$ cat src/rtl/fe_capture_ctrl.sv
// fe_capture_ctrl: ULPI front-end capture sequencer feeding the sniff FIFO write port.
// Optional STAT event generation is enabled by defining FE_STAT_EVENTS_EN.
module fe_capture_ctrl #(
    parameter int unsigned pCOUNT_W = 16
) (
    input  logic                fe_clk,
    input  logic                reset,
    input  logic                arm,
    input  logic                stop,
    input  logic [pCOUNT_W-1:0] capture_len,
    input  logic                fe_rxvalid,
    input  logic [7:0]          fe_data,
    input  logic [4:0]          fe_stat,
    input  logic                fifo_full,
    output logic                fifo_wr,
    output logic [17:0]         fifo_din,
    output logic                capturing,
    output logic                done,
    output logic                overflow,
    output logic [pCOUNT_W-1:0] entry_count
);

    localparam int unsigned GAP_W     = 16;
    localparam int unsigned SHORT_MAX = 7;
    // Idle count held just before the 65535th idle cycle of a gap.
    localparam logic [GAP_W-1:0] GAP_WRAP = 16'hFFFE;
    localparam logic [1:0] CMD_DATA = 2'b00;
    localparam logic [1:0] CMD_STAT = 2'b01;
    localparam logic [1:0] CMD_TIME = 2'b10;

    typedef enum logic [1:0] {
        S_IDLE,
        S_CAPTURE,
        S_DONE
    } state_t;

    typedef struct packed {
        logic [1:0] cmd;
        logic [7:0] data;
        logic [4:0] stat;
        logic [2:0] gap;
    } entry_t;

    state_t              state;
    logic                s_arm;
    logic                s_stop;
    logic                s_valid;
    logic [7:0]          s_data;
    logic [4:0]          s_stat;
    entry_t              skid;
    logic                skid_valid;
    logic                first_seen;
    logic [GAP_W-1:0]    gap_cnt;

    logic                stat_ev;
    logic                ev;
    logic                start;
    logic                wr_req;
    logic                wr_counted;
    logic                skid_load;
    logic                skid_clear;
    logic                hit_limit;
    entry_t              ev_entry;
    entry_t              wr_data;
    logic [GAP_W-1:0]    gap_next;
    logic [pCOUNT_W-1:0] count_next;

    // Input sample stage: every decision acts on inputs registered one edge earlier.
    always_ff @(posedge fe_clk or posedge reset) begin
        if (reset) begin
            s_arm   <= 1'b0;
            s_stop  <= 1'b0;
            s_valid <= 1'b0;
            s_data  <= '0;
            s_stat  <= '0;
        end else begin
            s_arm   <= arm;
            s_stop  <= stop;
            s_valid <= fe_rxvalid;
            s_data  <= fe_data;
            s_stat  <= fe_stat;
        end
    end

`ifdef FE_STAT_EVENTS_EN
    logic [4:0] last_stat;

    // Last status seen by an event; a difference while idle is a STAT event.
    always_ff @(posedge fe_clk or posedge reset) begin
        if (reset) begin
            last_stat <= '0;
        end else if (start) begin
            last_stat <= '0;
        end else if ((state == S_CAPTURE) && !s_stop && ev) begin
            last_stat <= s_stat;
        end
    end

    assign stat_ev = !s_valid && (s_stat != last_stat);
`else
    assign stat_ev = 1'b0;
`endif

    // Event decode and write selection for the current sample.
    always_comb begin
        start      = (state != S_CAPTURE) && s_arm && !s_stop;
        ev         = s_valid || stat_ev;
        wr_req     = 1'b0;
        wr_counted = 1'b0;
        skid_load  = 1'b0;
        skid_clear = 1'b0;
        gap_next   = gap_cnt;
        wr_data    = '0;

        ev_entry.cmd  = s_valid ? CMD_DATA : CMD_STAT;
        ev_entry.data = s_valid ? s_data : 8'h00;
        ev_entry.stat = s_stat;
        ev_entry.gap  = 3'd0;

        if (ev) begin
            gap_next = '0;
            if (skid_valid) begin
                // Back-to-back after a long gap: drain the held entry, hold this one.
                wr_req     = 1'b1;
                wr_counted = 1'b1;
                wr_data    = skid;
                skid_load  = 1'b1;
            end else if (gap_cnt <= GAP_W'(SHORT_MAX)) begin
                wr_req      = 1'b1;
                wr_counted  = 1'b1;
                wr_data     = ev_entry;
                wr_data.gap = gap_cnt[2:0];
            end else begin
                wr_req    = 1'b1;
                wr_data   = entry_t'({CMD_TIME, gap_cnt});
                skid_load = 1'b1;
            end
        end else begin
            if (first_seen) begin
                gap_next = gap_cnt + GAP_W'(1);
            end
            if (skid_valid) begin
                wr_req     = 1'b1;
                wr_counted = 1'b1;
                wr_data    = skid;
                skid_clear = 1'b1;
            end else if (first_seen && (gap_cnt == GAP_WRAP)) begin
                wr_req   = 1'b1;
                wr_data  = entry_t'({CMD_TIME, 16'hFFFF});
                gap_next = '0;
            end
        end

        count_next = entry_count + pCOUNT_W'(1);
        hit_limit  = wr_counted && (capture_len != '0) && (count_next == capture_len);
    end

    // Capture state machine with registered outputs.
    always_ff @(posedge fe_clk or posedge reset) begin
        if (reset) begin
            state       <= S_IDLE;
            fifo_wr     <= 1'b0;
            fifo_din    <= '0;
            capturing   <= 1'b0;
            done        <= 1'b0;
            overflow    <= 1'b0;
            entry_count <= '0;
            skid        <= '0;
            skid_valid  <= 1'b0;
            first_seen  <= 1'b0;
            gap_cnt     <= '0;
        end else begin
            fifo_wr <= 1'b0;
            case (state)
                S_CAPTURE: begin
                    if (s_stop) begin
                        state      <= S_DONE;
                        capturing  <= 1'b0;
                        done       <= 1'b1;
                        skid_valid <= 1'b0;
                    end else if (wr_req && fifo_full) begin
                        state      <= S_DONE;
                        capturing  <= 1'b0;
                        done       <= 1'b1;
                        overflow   <= 1'b1;
                        skid_valid <= 1'b0;
                    end else begin
                        gap_cnt <= gap_next;
                        if (ev) begin
                            first_seen <= 1'b1;
                        end
                        if (wr_req) begin
                            fifo_wr  <= 1'b1;
                            fifo_din <= wr_data;
                        end
                        if (wr_counted) begin
                            entry_count <= count_next;
                        end
                        if (hit_limit) begin
                            state      <= S_DONE;
                            capturing  <= 1'b0;
                            done       <= 1'b1;
                            skid_valid <= 1'b0;
                        end else if (skid_load) begin
                            skid       <= ev_entry;
                            skid_valid <= 1'b1;
                        end else if (skid_clear) begin
                            skid_valid <= 1'b0;
                        end
                    end
                end
                default: begin
                    if (start) begin
                        state       <= S_CAPTURE;
                        capturing   <= 1'b1;
                        done        <= 1'b0;
                        overflow    <= 1'b0;
                        entry_count <= '0;
                        skid        <= '0;
                        skid_valid  <= 1'b0;
                        first_seen  <= 1'b0;
                        gap_cnt     <= '0;
                    end
                end
            endcase
        end
    end

endmodule

$ cat config.mk
export PLATFORM = sky130hd
export DESIGN_NAME = fe_capture_ctrl
export DESIGN_NICKNAME = d
export VERILOG_FILES = /design/src/rtl/fe_capture_ctrl.sv
export SDC_FILE = /design/constraint.sdc
export NUM_CORES = 1
export LEC_CHECK = 0
export CORE_UTILIZATION = 53
export DETAILED_ROUTE_END_ITERATION = 10
export GPL_ROUTABILITY_DRIVEN = 0
export PLACE_DENSITY = 0.76
export SYNTH_ARGS = -nofsm -noshare
export SYNTH_HDL_FRONTEND = slang
export SYNTH_SLANG_ARGS = --single-unit
$ cat constraint.sdc
create_clock -name fe_clk -period 4.9 [get_ports fe_clk]
set_clock_uncertainty 0.1 [all_clocks]
set_input_delay 1.225 -clock fe_clk [delete_from_list [all_inputs] [get_ports fe_clk]]
set_output_delay 1.225 -clock fe_clk [all_outputs]
set_load 0.01 [all_outputs]
==> metrics.csv <==
stage;metric;value;unit
critical_path;Max FO, Critical Path;15;
synth;sequential share of the synthesized area;43.8;%
pwr;leakage;2.45;nW
floorplanning;num rows;34;
timing;Final Hold Fails;0;
clocking;CTS H-tree depth;3;
synth;Synth async-reset ratio;100;%
critical_path;WS Path Type;primary input to flop;
clocking;Clock Latency Late Sink;370;ps
synth;largest family of logic cells by synthesized area;compound AO/OA/AOI/OAI gates;
timing;Max-Slew Margin vs Limit;12.4;%
synth;post-synth top area share;43.8;%
timing;Tcrit/Tclk final;70.9;%
synth;ys flop type;dfrtp_1;
synth;number of flops mapped to enable cells by yosys;0;
route;drt wl/cell;18.1;microns
global_routing;vias in the first global route;4273;
run_status;failing checks;DRC;
layout;n_diodes;0;
critical_path;Critical Path End Type;flop;
route;Avg Vias per Cell;6.34;
clocking;CTS clk-pin slew, worst paths;90;ps
critical_path;WP buf/inv;1;
hold_path;Hold Crit Class;flop to flop;
route;DR vias;4446;
timing;PnR worst setup slack;1430;ps
synth;area leader, netlist;dfrtp_1;
synth;Post-Syn Instances;538;
global_routing;total gr overflow;0;
synth;Post-Synth Adder-Cell Area;0.764;%
placement;Post-DP HPWL;8880;microns
run_status;outcome;finished with violations;
synth;Synth Area in Compound Gates;23.3;%
route;Antenna Nets Post-Route;0;
timing;Final min period;3470;ps
timing;RSZ-0062 raised after global routing;no;
global_routing;first-pass GRT wire length;21500;microns
synth;Post-Synthesis Net Count;576;
layout;layout cells sized above 1;7.76;%
synth;Cell variety after synth;57;
pwr;sw frac;31.7;%
synth;Syn. warnings;0;
clocking;setup bufs post-CTS;0;
layout;fin nets;626;
synth;post-synthesis xor/xnor area fraction;3.92;%
placement;Buffers on Ports;72;
global_routing;largest net degree at the start of global routing;52;
placement;pre-CTS setup slack;1070;ps
clocking;TritonCTS clock tree;yes;
pwr;Seq pwr share;41.3;%
pwr;internal power;0.00148;W
clocking;CTS Sinks;86;
timing;setup violators final;0;
clocking;CTS Buf Count;9;
pwr;power share of the combinational group;30.0;%
critical_path;critical path arrival;3630;ps
run;total of max-cap violations;0;
pwr;Sw Pwr;0.000689;W
synth;Mapped Area;4920;sq um
clocking;CTS Hold Bufs;0;
clocking;post_cts resized;0;
critical_path;Worst path top cell family by delay;simple AND/OR/NAND/NOR gates;
pwr;PD cells;370;nW/um^2
route;DRT iter0 DRCs;343;
synth;cells taking the most area after synthesis;dfrtp_1 44%, o21ai_0 4.5%, a21oi_1 4.4%;
timing;measured slew at the worst slew-check pin;1310;ps
route;drc violations;3;
synth;Post-Synth Simple-Gate Area;22.4;%
layout;Synth-to-Final Area Change;19.4;%
clocking;root buf cell;clkbuf_8;
critical_path;Worst path slowest cell;a211oi_4;
pwr;Clock power frac;28.7;%
clocking;Max clock buf depth;2;
route;total routed wirelength;12700;microns
timing;fin. max-slew vios;0;
floorplanning;die area;9660;sq um
route;drt pass-1 iters;10;
floorplanning;Core Footprint;8850;sq um
timing;Max Clk Rate;0.288;GHz
critical_path;worst-path cell chain;clkdlybuf4s50_1 -> xnor2_1 -> nor4b_1 -> o21bai_1 -> a211oi_4 -> nand4_4 -> nand3_1 -> nand2_1;
critical_path;CP Launch Type;primary input;
floorplanning;die width;98.3;microns
synth;Seq cells post-synth;86;
floorplanning;Die Ht;98.3;microns
global_routing;Tot GR Track Use;28.0;%
floorplanning;effective utilization at floorplan;55.6;%
pwr;maximum VDD drop;0.000282;V
global_routing;initial antenna violation count;0;
synth;multiplexer share of the synthesized area;0.636;%
timing;setup_tns;0;ps
floorplanning;IO Pins;73;
synth;syn_area_per_cell;9.14;sq um
critical_path;Data required, critical path;5050;ps
critical_path;CP peak stage delay;600;ps
==> layout by cell type (no fill, tap or decap), types with 2 or more instances in the layout <==
| cell | count |
|---|---|
| a41oi_1 | 2 |
| nand3_1 | 23 |
| nor2_1 | 41 |
| nor4_1 | 7 |
| inv_1 | 10 |
| and3_1 | 21 |
| nand2_1 | 40 |
| nand2b_1 | 6 |
| inv_6 | 2 |
| buf_4 | 8 |
| o41ai_1 | 3 |
| nand4_2 | 2 |
| a32oi_1 | 13 |
| o31ai_1 | 8 |
| bufinv_16 | 3 |
| xnor2_1 | 14 |
| a22o_1 | 9 |
| nor3_1 | 9 |
| dfrtp_1 | 86 |
| clkdlybuf4s50_1 | 72 |
| and4_1 | 6 |
| nor2b_1 | 8 |
| o21ai_0 | 44 |
| and2b_1 | 2 |
| nand4_1 | 13 |
| a32o_1 | 5 |
| and2_1 | 4 |
| clkbuf_8 | 9 |
| o21ai_1 | 11 |
| o31ai_4 | 2 |
| xor2_1 | 8 |
| o21a_1 | 11 |
| mux2i_1 | 2 |
| a31oi_1 | 10 |
| ha_1 | 3 |
| nand3_2 | 9 |
| a21oi_1 | 43 |
| nor4_2 | 2 |
==> power by group through the flow <==
stage	Clock [W]	Combinational (W)	Sequential, W
6_report	0.000623	0.000651	0.000897
5_1_grt	0.000664	0.000709	0.000913
4_1_cts	0.000632	0.000653	0.000898
3_5_place_dp	0	0.000647	0.000910
3_3_place_gp	0	0.000638	0.000907
2_1_floorplan	0	0.000317	0.000936
==> routing by layer <==
metal / GRT usage (%) / share of wire [%]
met5: 0 / 0
met4: 9.07 / 1.5
met3: 6.37 / 6.1
met2: 44.6 / 48
met1: 38.0 / 44
==> sequential cells by signal, indices dropped and copies added (netlist names) <==
name         flops
s_arm            1
s_stop           1
gap_cnt         16
skid_valid       1
s_data           8
done             1
first_seen       1
skid            14
s_stat           5
fifo_wr          1
state            1
overflow         1
entry_count     16
ev               1
fifo_din        18
==> stage by stage <==
step           cells  cell area [sq um]  power (W)  utilization, %  hold slack [ps]
6_report         701               5870    0.00217            66.3              401
5_1_grt          701               5870    0.00229            66.3              435
4_1_cts          701               5870    0.00218            66.3              409
3_5_place_dp     685               5620    0.00156            63.5              381
3_3_place_gp     685               5620    0.00155            63.5              379
2_1_floorplan    538               4920    0.00125               -              369
==> worst paths after layout <==
path,from,end,slack [ps],cells after the start
worst max-delay path,capture_len[12],skid[11],1430,8
worst min-delay path,fifo_din[3],fifo_din[3],400,1
worst max register to register,gap_cnt[4],gap_cnt[10],1860,9
worst min register to register,fifo_din[3],fifo_din[3],400,1
max in group asynchronous,reset,skid[10],2990,3
min in group asynchronous,reset,gap_cnt[0],1180,3
==> cell families (layout without fill, tap and decap cells) <==
group,Yosys count,in the layout
adder cells (fa/ha/maj),3,3
multiplexers,3,3
flip-flops,86,86
AND/OR/NAND/NOR,199,199
AO/OA/AOI/OAI,173,173
XOR/XNOR,22,22
buffers and inverters,52,107
==> cell usage after synthesis, drive strengths merged (2+ instances only) <==
cell	number
and4	6
o41ai	4
and2b	2
a22o	9
nor2b	8
o21ai	55
nand2	40
and3	21
o31ai	10
nor3	9
a32o	5
or3	2
o21a	11
a211oi	2
nor2	41
mux2i	2
nand4	16
clkbuf	16
inv	11
buf	25
a41oi	2
a21oi	44
and2	4
nand3	32
xor2	8
dfrtp	86
ha	3
a31oi	10
a32oi	13
xnor2	14
nor4	9
nand2b	6
==> final cells by class <==
class | count | area (sq um)
Tap cell | 108 | 135
Multi-Input combinational cell | 400 | 2510
Clock buffer | 9 | 124
Inverter | 11 | 42.5
Fill cell | 739 | 2980
Clock inverter | 7 | 126
Timing Repair Buffer | 80 | 781
Sequential cell | 86 | 2150
(Power assumes the default switching activity.)
